### config.mk
export PLATFORM = sky130hd
export DESIGN_NAME = tick_debouncer
export DESIGN_NICKNAME = d
export VERILOG_FILES = /design/src/rtl/tick_debouncer.sv
export SDC_FILE = /design/constraint.sdc
export NUM_CORES = 1
export LEC_CHECK = 0
export ABC_AREA = 1
export BUFFER_PORTS_ARGS = -buffer_cell sky130_fd_sc_hd__buf_2
export CAP_MARGIN = 20
export CORE_AREA = 2 2 39 41
export CTS_BUF_LIST = sky130_fd_sc_hd__clkbuf_4 sky130_fd_sc_hd__clkbuf_8
export DETAILED_ROUTE_END_ITERATION = 8
export DIE_AREA = 0 0 41 43
export PLACE_DENSITY = 0.54
export SYNTH_ARGS = -nofsm -noshare
export SYNTH_HDL_FRONTEND = slang
export SYNTH_SLANG_ARGS = --single-unit
export TNS_END_PERCENT = 20
### constraint.sdc
create_clock -name clk_in -period 1.16 [get_ports clk_in]
set_input_delay 0.116 -clock clk_in [delete_from_list [all_inputs] [get_ports clk_in]]
set_output_delay 0.116 -clock clk_in [all_outputs]
set_load 0.05 [all_outputs]
### src/rtl/tick_debouncer.sv
// Tick-paced switch debouncer: two-flop synchronizer, four-state qualifier,
// registered level plus one-cycle rise/fall strobes.
module tick_debouncer #(
    parameter int STABLE_TICKS = 3
) (
    input  logic clk_in,
    input  logic reset,
    input  logic tick,
    input  logic sw,
    output logic db_level,
    output logic db_rise,
    output logic db_fall
);

    typedef enum logic [1:0] {
        ZERO,
        WAIT1,
        ONE,
        WAIT0
    } state_t;

    localparam logic [3:0] LAST = 4'(STABLE_TICKS - 1);

    logic       s1_q;
    logic       sw_s_q;
    state_t     state_q, state_d;
    logic [3:0] cnt_q, cnt_d;
    logic       level_q, level_d;
    logic       rise_q, rise_d;
    logic       fall_q, fall_d;

    always_ff @(posedge clk_in or posedge reset) begin
        if (reset) begin
            s1_q   <= 1'b0;
            sw_s_q <= 1'b0;
        end else begin
            s1_q   <= sw;
            sw_s_q <= s1_q;
        end
    end

    always_ff @(posedge clk_in or posedge reset) begin
        if (reset) begin
            state_q <= ZERO;
            cnt_q   <= 4'd0;
            level_q <= 1'b0;
            rise_q  <= 1'b0;
            fall_q  <= 1'b0;
        end else begin
            state_q <= state_d;
            cnt_q   <= cnt_d;
            level_q <= level_d;
            rise_q  <= rise_d;
            fall_q  <= fall_d;
        end
    end

    // A reversal of sw_s is checked before tick, so it wins a tie.
    always_comb begin
        state_d = state_q;
        cnt_d   = cnt_q;
        unique case (state_q)
            ZERO: begin
                if (sw_s_q) begin
                    state_d = WAIT1;
                    cnt_d   = 4'd0;
                end
            end
            WAIT1: begin
                if (!sw_s_q) begin
                    state_d = ZERO;
                    cnt_d   = 4'd0;
                end else if (tick && cnt_q == LAST) begin
                    state_d = ONE;
                    cnt_d   = 4'd0;
                end else if (tick) begin
                    cnt_d = cnt_q + 4'd1;
                end
            end
            ONE: begin
                if (!sw_s_q) begin
                    state_d = WAIT0;
                    cnt_d   = 4'd0;
                end
            end
            WAIT0: begin
                if (sw_s_q) begin
                    state_d = ONE;
                    cnt_d   = 4'd0;
                end else if (tick && cnt_q == LAST) begin
                    state_d = ZERO;
                    cnt_d   = 4'd0;
                end else if (tick) begin
                    cnt_d = cnt_q + 4'd1;
                end
            end
            default: begin
                state_d = ZERO;
                cnt_d   = 4'd0;
            end
        endcase
    end

    always_comb begin
        level_d = (state_d == ONE) || (state_d == WAIT0);
        rise_d  = (state_q == WAIT1) && (state_d == ONE);
        fall_d  = (state_q == WAIT0) && (state_d == ZERO);
    end

    assign db_level = level_q;
    assign db_rise  = rise_q;
    assign db_fall  = fall_q;

endmodule

# --- Word-level counts from Yosys, hierarchy flattened ---
# Index checks and enable logic that the tools add are counted.
op_classes:
  add_sub_neg: 1
  eq_ne: 8
  n_reduce_logical: 7
  n_mux: 14
op_table:
  columns: ["op", "count"]
  rows:
  - ["$mux 4", 6]
  - ["$pmux 4 s4", 1]
  - ["$mux 2", 6]
  - ["$eq 2x2->1 const B", 4]
  - ["$pmux 2 s4", 1]
  - ["$add 4x1->4 const B", 1]
  - ["$eq 4x2->1 const B", 1]
  - ["$logic_not 2->1", 2]
  - ["$ne 2x2->1 const B", 2]
  - ["$logic_and 1x1->1", 3]
  - ["$eq 2x1->1 const B", 1]
  - ["$reduce_and 2->1", 1]
  - ["$logic_or 1x1->1", 1]
word_totals:
  ff_bits: 11
  out_inout_bits: 3
  word_cells: 37
  input_bits: 4

# --- Longest topological paths before layout ---
depth:
  word_depth: 7
  depth_mapped: 9
  ltp_nobuf: 9

# --- Worst setup path before layout ---
# Ideal clock, no wire load.
synth_timing:
  path_type: "reg2reg"
  from: "register state_q[1]"
  to: "register cnt_q[0]"
  slack_ps: -94
  n_path_buf: 0
  required_ps: 1095
  synth_period_minus_slack_ps: 1254
  path_stages_with_launch: 7
  setup_time_ps: 65
  t_arrival_ps: 1189
  path_cell_list: "dfrtp_1 > inv_1 > nand2_1 > nand2_1 > nor2_1 > nand2_1 > nand2_1"
synth_between:
  elab_chain_cells: 3
  elab_cells_between_ends: 8
  cone_classes: "eq/ne: 5; mux: 1; reduce/logical: 2"
synth_rtl:
  columns: ["element", "line", "rtl"]
  rows:
  - ["start: declaration", "26", "state_t state_q, state_d;"]
  - ["start signal: assignment", "50", "state_q <= state_d;"]
  - ["$eq 2x2->1 or $logic_not 2->1 (tied branches)", "62", "unique case (state_q)"]
  - ["$ne 2x2->1 (no line)", null, null]
  - ["$reduce_and 2->1 (no line)", null, null]
  - ["end signal: assignment", "51", "cnt_q <= cnt_d;"]
  - ["end: declaration", "27", "logic [3:0] cnt_q, cnt_d;"]
# Parallel ways exist; a longest one is shown, timed or not.
# A chain may end at the register's enable or synchronous reset.

# --- Worst setup path in the final report ---
layout_timing:
  from: "register cnt_q[0]"
  to: "register state_q[1]"
layout_between:
  elab_chain_cells: 5
  elab_cells_between_ends: 7
  cone_classes: "eq/ne: 1; mux: 5; reduce/logical: 1"
layout_rtl:
  columns: ["element", "line"]
  rows:
  - ["$eq 4x2->1 *", "73, 90"]
  - ["$logic_and 1x1->1 *", "73, 90"]
  - ["$mux 2 (on tied branches)", "90, 73"]
  - ["$mux 2 (on tied branches)", "87, 70"]
  - ["$pmux 2 s4 *", "62"]
# Mark *: on every way between the ends. The rest lies on a longest branch, timed or not.

==> qor.yml <==
run_status:
  status: "finished clean"
die:
  start_util_pct: 35.26
  fp.dieW_um: 41
  dieHeight_um: 43
  die_area_um2: 1763
  placementRows: 14
  design.core.area_um2: 1384
  ios: 7
finish:
  nets: 83
  seq_area_um2: 251.5
  area_delta_synth_final_pct: 27.69
  drive_above_1_share_pct: 27.63
  num_antenna_cells: 0
  fillCellCount: 141
  multi_input_area_um2: 207.7
placement:
  port_buffers: 6
  place_ws_ns: -0.01121
  dp_hpwl_um: 631.2
  gp_congestion: 0.7742
power_and_ir_drop:
  peakVddDrop_mv: 0.8823
  p_int_uw: 726.6
  pwr-share-clk_pct: 23.1
  switching_share_pct: 37.62
  switchingPower_uw: 438.1
  cellPowerDensity_nw_per_um2: 1869
  pwr-share-comb_pct: 36.9
  cellLeakagePower_uw: 0.0003501
  pwr-share-seq_pct: 40.0
critical_path:
  critPathBufInv: 4
  reg2reg_from: "cnt_q[0]$_DFFE_PP0P_"
  crit_family: "flip-flops"
  path_cells: "inv_1, ha_1, nand2_1, inv_1, nand2_2, nor2_4, buf_4, o21ai_2, inv_1"
  cp_slowest_stage_delay_ns: 0.34
  r2r_setup_slack_ns: 0.005
  crit_top_cell: "inv_1"
  required_ns: 1.32
  arrival_ns: 1.32
  slowest_stage: "dfrtp_1"
  cp.depth: 9
  r2r_end: "state_q[1]$_DFF_PP0_"
  worst_setup_path_start_kind: "register"
  r2r_cells: 9
  endpoint_kind: "register"
  crit_fanout: 3
  path_class: "register to register"
synth:
  postSynthNetCount: 67
  synth_top_area_share_pct: 51.28
  avgSynthCellArea_um2: 7.999
  ys_ff_latch: 10
  synth_cell_types: 14
  synth-seq-area-share_pct: 51.28
  syn_inst: 61
  synth_top_cell_by_area: "dfrtp_1"
  synth_area_leaders: "dfrtp_1 (51%), nand2_1 (16%), inv_1 (7.7%), nor2_1 (6.2%), ha_1 (5.1%)"
  syn_area_um2: 488.0
  yosysWarnings: 0
timing:
  setup_slack_ns: 0.005240
  maxSlewViolCount: 0
  tightest_slew_ns: 0.3813
  rsz0062_at_grt: "true"
  fin_crit_ns: 1.155
  period_share_pct: 99.55
  slew-limit-headroom_pct: 74.55
  finalHoldViolCount: 0
  max_clock_freq_ghz: 0.8660
  clock_skew_ns: 0.008925
  hold_slack_ns: 0.2017
  setup_viol: 0
global_route:
  overflow: 0
  antenna_found_initial: 0
  grt_pass1_wl_mm: 1.469
  grt_pass1_vias: 348
  grt_max_degree: 11
  grt.total_usage_pct: 13.36
drt:
  drtIter0Drc: 2
  routed_wl_um: 829
  routedWlPerCell_um: 9.011
  vias: 394
  avgViaCountPerCell: 4.283
  antenna_left: 0
  drc: 0
  dr.pass1.iters: 3
cts:
  cts.sinks: 10
  clk_path_buf_depth: 2
  clk_latency_ns: 0.26
  numCtsBuffers: 3
  clk_pin_slew_worst_paths_ns: 0.07
  cts_max_level: 1
  cts_tree: "built"
  ctsRootBufferMaster: "clkbuf_4"
hold_path:
  holdPathStages: 4
  worstHoldStart: "tick"
  worstHoldPathType: "primary input to register"
  whs_endpoint: "cnt_q[1]$_DFFE_PP0P_"
flow_run:
  drv_cap: 0
worst max path at each step:
stage / to / startpoint
6_report: state_q[1]$_DFF_PP0_ / cnt_q[0]$_DFFE_PP0P_
5_1_grt: state_q[1]$_DFF_PP0_ / cnt_q[0]$_DFFE_PP0P_
4_1_cts: cnt_q[0]$_DFFE_PP0P_ / cnt_q[0]$_DFFE_PP0P_
3_5_place_dp: cnt_q[0]$_DFFE_PP0P_ / cnt_q[0]$_DFFE_PP0P_
3_3_place_gp: cnt_q[0]$_DFFE_PP0P_ / cnt_q[0]$_DFFE_PP0P_
2_1_floorplan: cnt_q[3]$_DFFE_PP0P_ / cnt_q[0]$_DFFE_PP0P_
Yosys cell counts:
cell and number:
a21oi_1 1, dfrtp_1 10, ha_1 2, inv_1 10, inv_2 1, nand2_1 21, nand2_2 2, nor2_1 8
nor2_2 1, nor2_4 1, nor3_1 1, o21ai_1 1, xnor2_1 1, xor2_1 1
per-stage QoR:
stage	power [µW]	utilization [%]	TNS, ns	cell area [µm²]	std cells
CTS	1157	44.03	0	609.3	91
global placement	868.2	40.05	0	554.3	85
finish	1165	45.03	0	623.1	92
detailed placement	866.3	40.05	-0.01303	554.3	85
floorplan	746.4	-	0	489.2	61
global route	1269	45.03	-0.3480	623.1	92
worst register-to-register path, stage by stage (launching register included):
cell	delay, ns
dfrtp_1	0.34
inv_1	0.05
ha_1	0.18
nand2_1	0.06
inv_1	0.04
nand2_2	0.08
nor2_4	0.05
buf_4	0.13
o21ai_2	0.09
inv_1	0.04
repair_timing:
| action | CTS | global route |
|---|---|---|
| buffers inserted | 0 | 1 |
| endpoints found under the setup margin | 4 | 6 |
| gates resized for setup | 1 | 2 |
| pin swaps | 0 | 2 |
| hold endpoints to repair | 11 | 0 |
| hold buffers | 2 | 0 |
cell usage in the layout, fill, tap and decap left out, drive strengths merged:
master and instances:
dlygate4sd3 2, dfrtp 10, ha 2, nor2 10, xnor2 1, clkbuf 4
o21ai 1, nand2 23, buf 9, inv 11, nor3 1, xor2 1
a21oi 1
power by group through the flow:
stage | clock network (µW) | registers, µW | logic (µW)
5_1_grt | 300 | 475 | 494
6_report | 269 | 466 | 430
4_1_cts | 281 | 463 | 413
2_1_floorplan | 0 | 547 | 199
3_5_place_dp | 0 | 469 | 397
3_3_place_gp | 0 | 466 | 402
sequential cells by signal, summed over array words and instances (netlist names):
signal / cells
db_fall: 1
state_q: 2
s1_q: 1
cnt_q: 4
db_rise: 1
sw_s_q: 1
per-layer routing:
layer | global-route usage [%] | routed length (µm) | vias to the layer above
met5 | 0 | 0 | -
met4 | 6.000 | 14 | 0
met3 | 9.424 | 54 | 2
met2 | 17.81 | 383 | 8
met1 | 15.84 | 377 | 176
li1 | - | - | 208
area by class of cell:
| class | instances | area share [%] |
|---|---|---|
| Timing Repair Buffer | 11 | 11.65 |
| Multi-Input combinational cell | 40 | 33.33 |
| Inverter | 11 | 6.627 |
| Sequential cell | 10 | 40.36 |
| Clock buffer | 4 | 4.819 |
| Tap cell | 16 | 3.213 |
kinds of logic (layout without fill, tap and decap cells):
family / Yosys count / after routing / share of synthesized area, %
adder cells (fa/ha/maj): 2 / 2 / 5.127
AO/OA/AOI/OAI: 2 / 2 / 2.049
AND/OR/NAND/NOR: 34 / 34 / 29.49
XOR/XNOR: 2 / 2 / 3.590
buffers and inverters: 11 / 26 / 8.462
flip-flops: 10 / 10 / 51.28
Note: power is estimated with default switching activity, not from simulation.
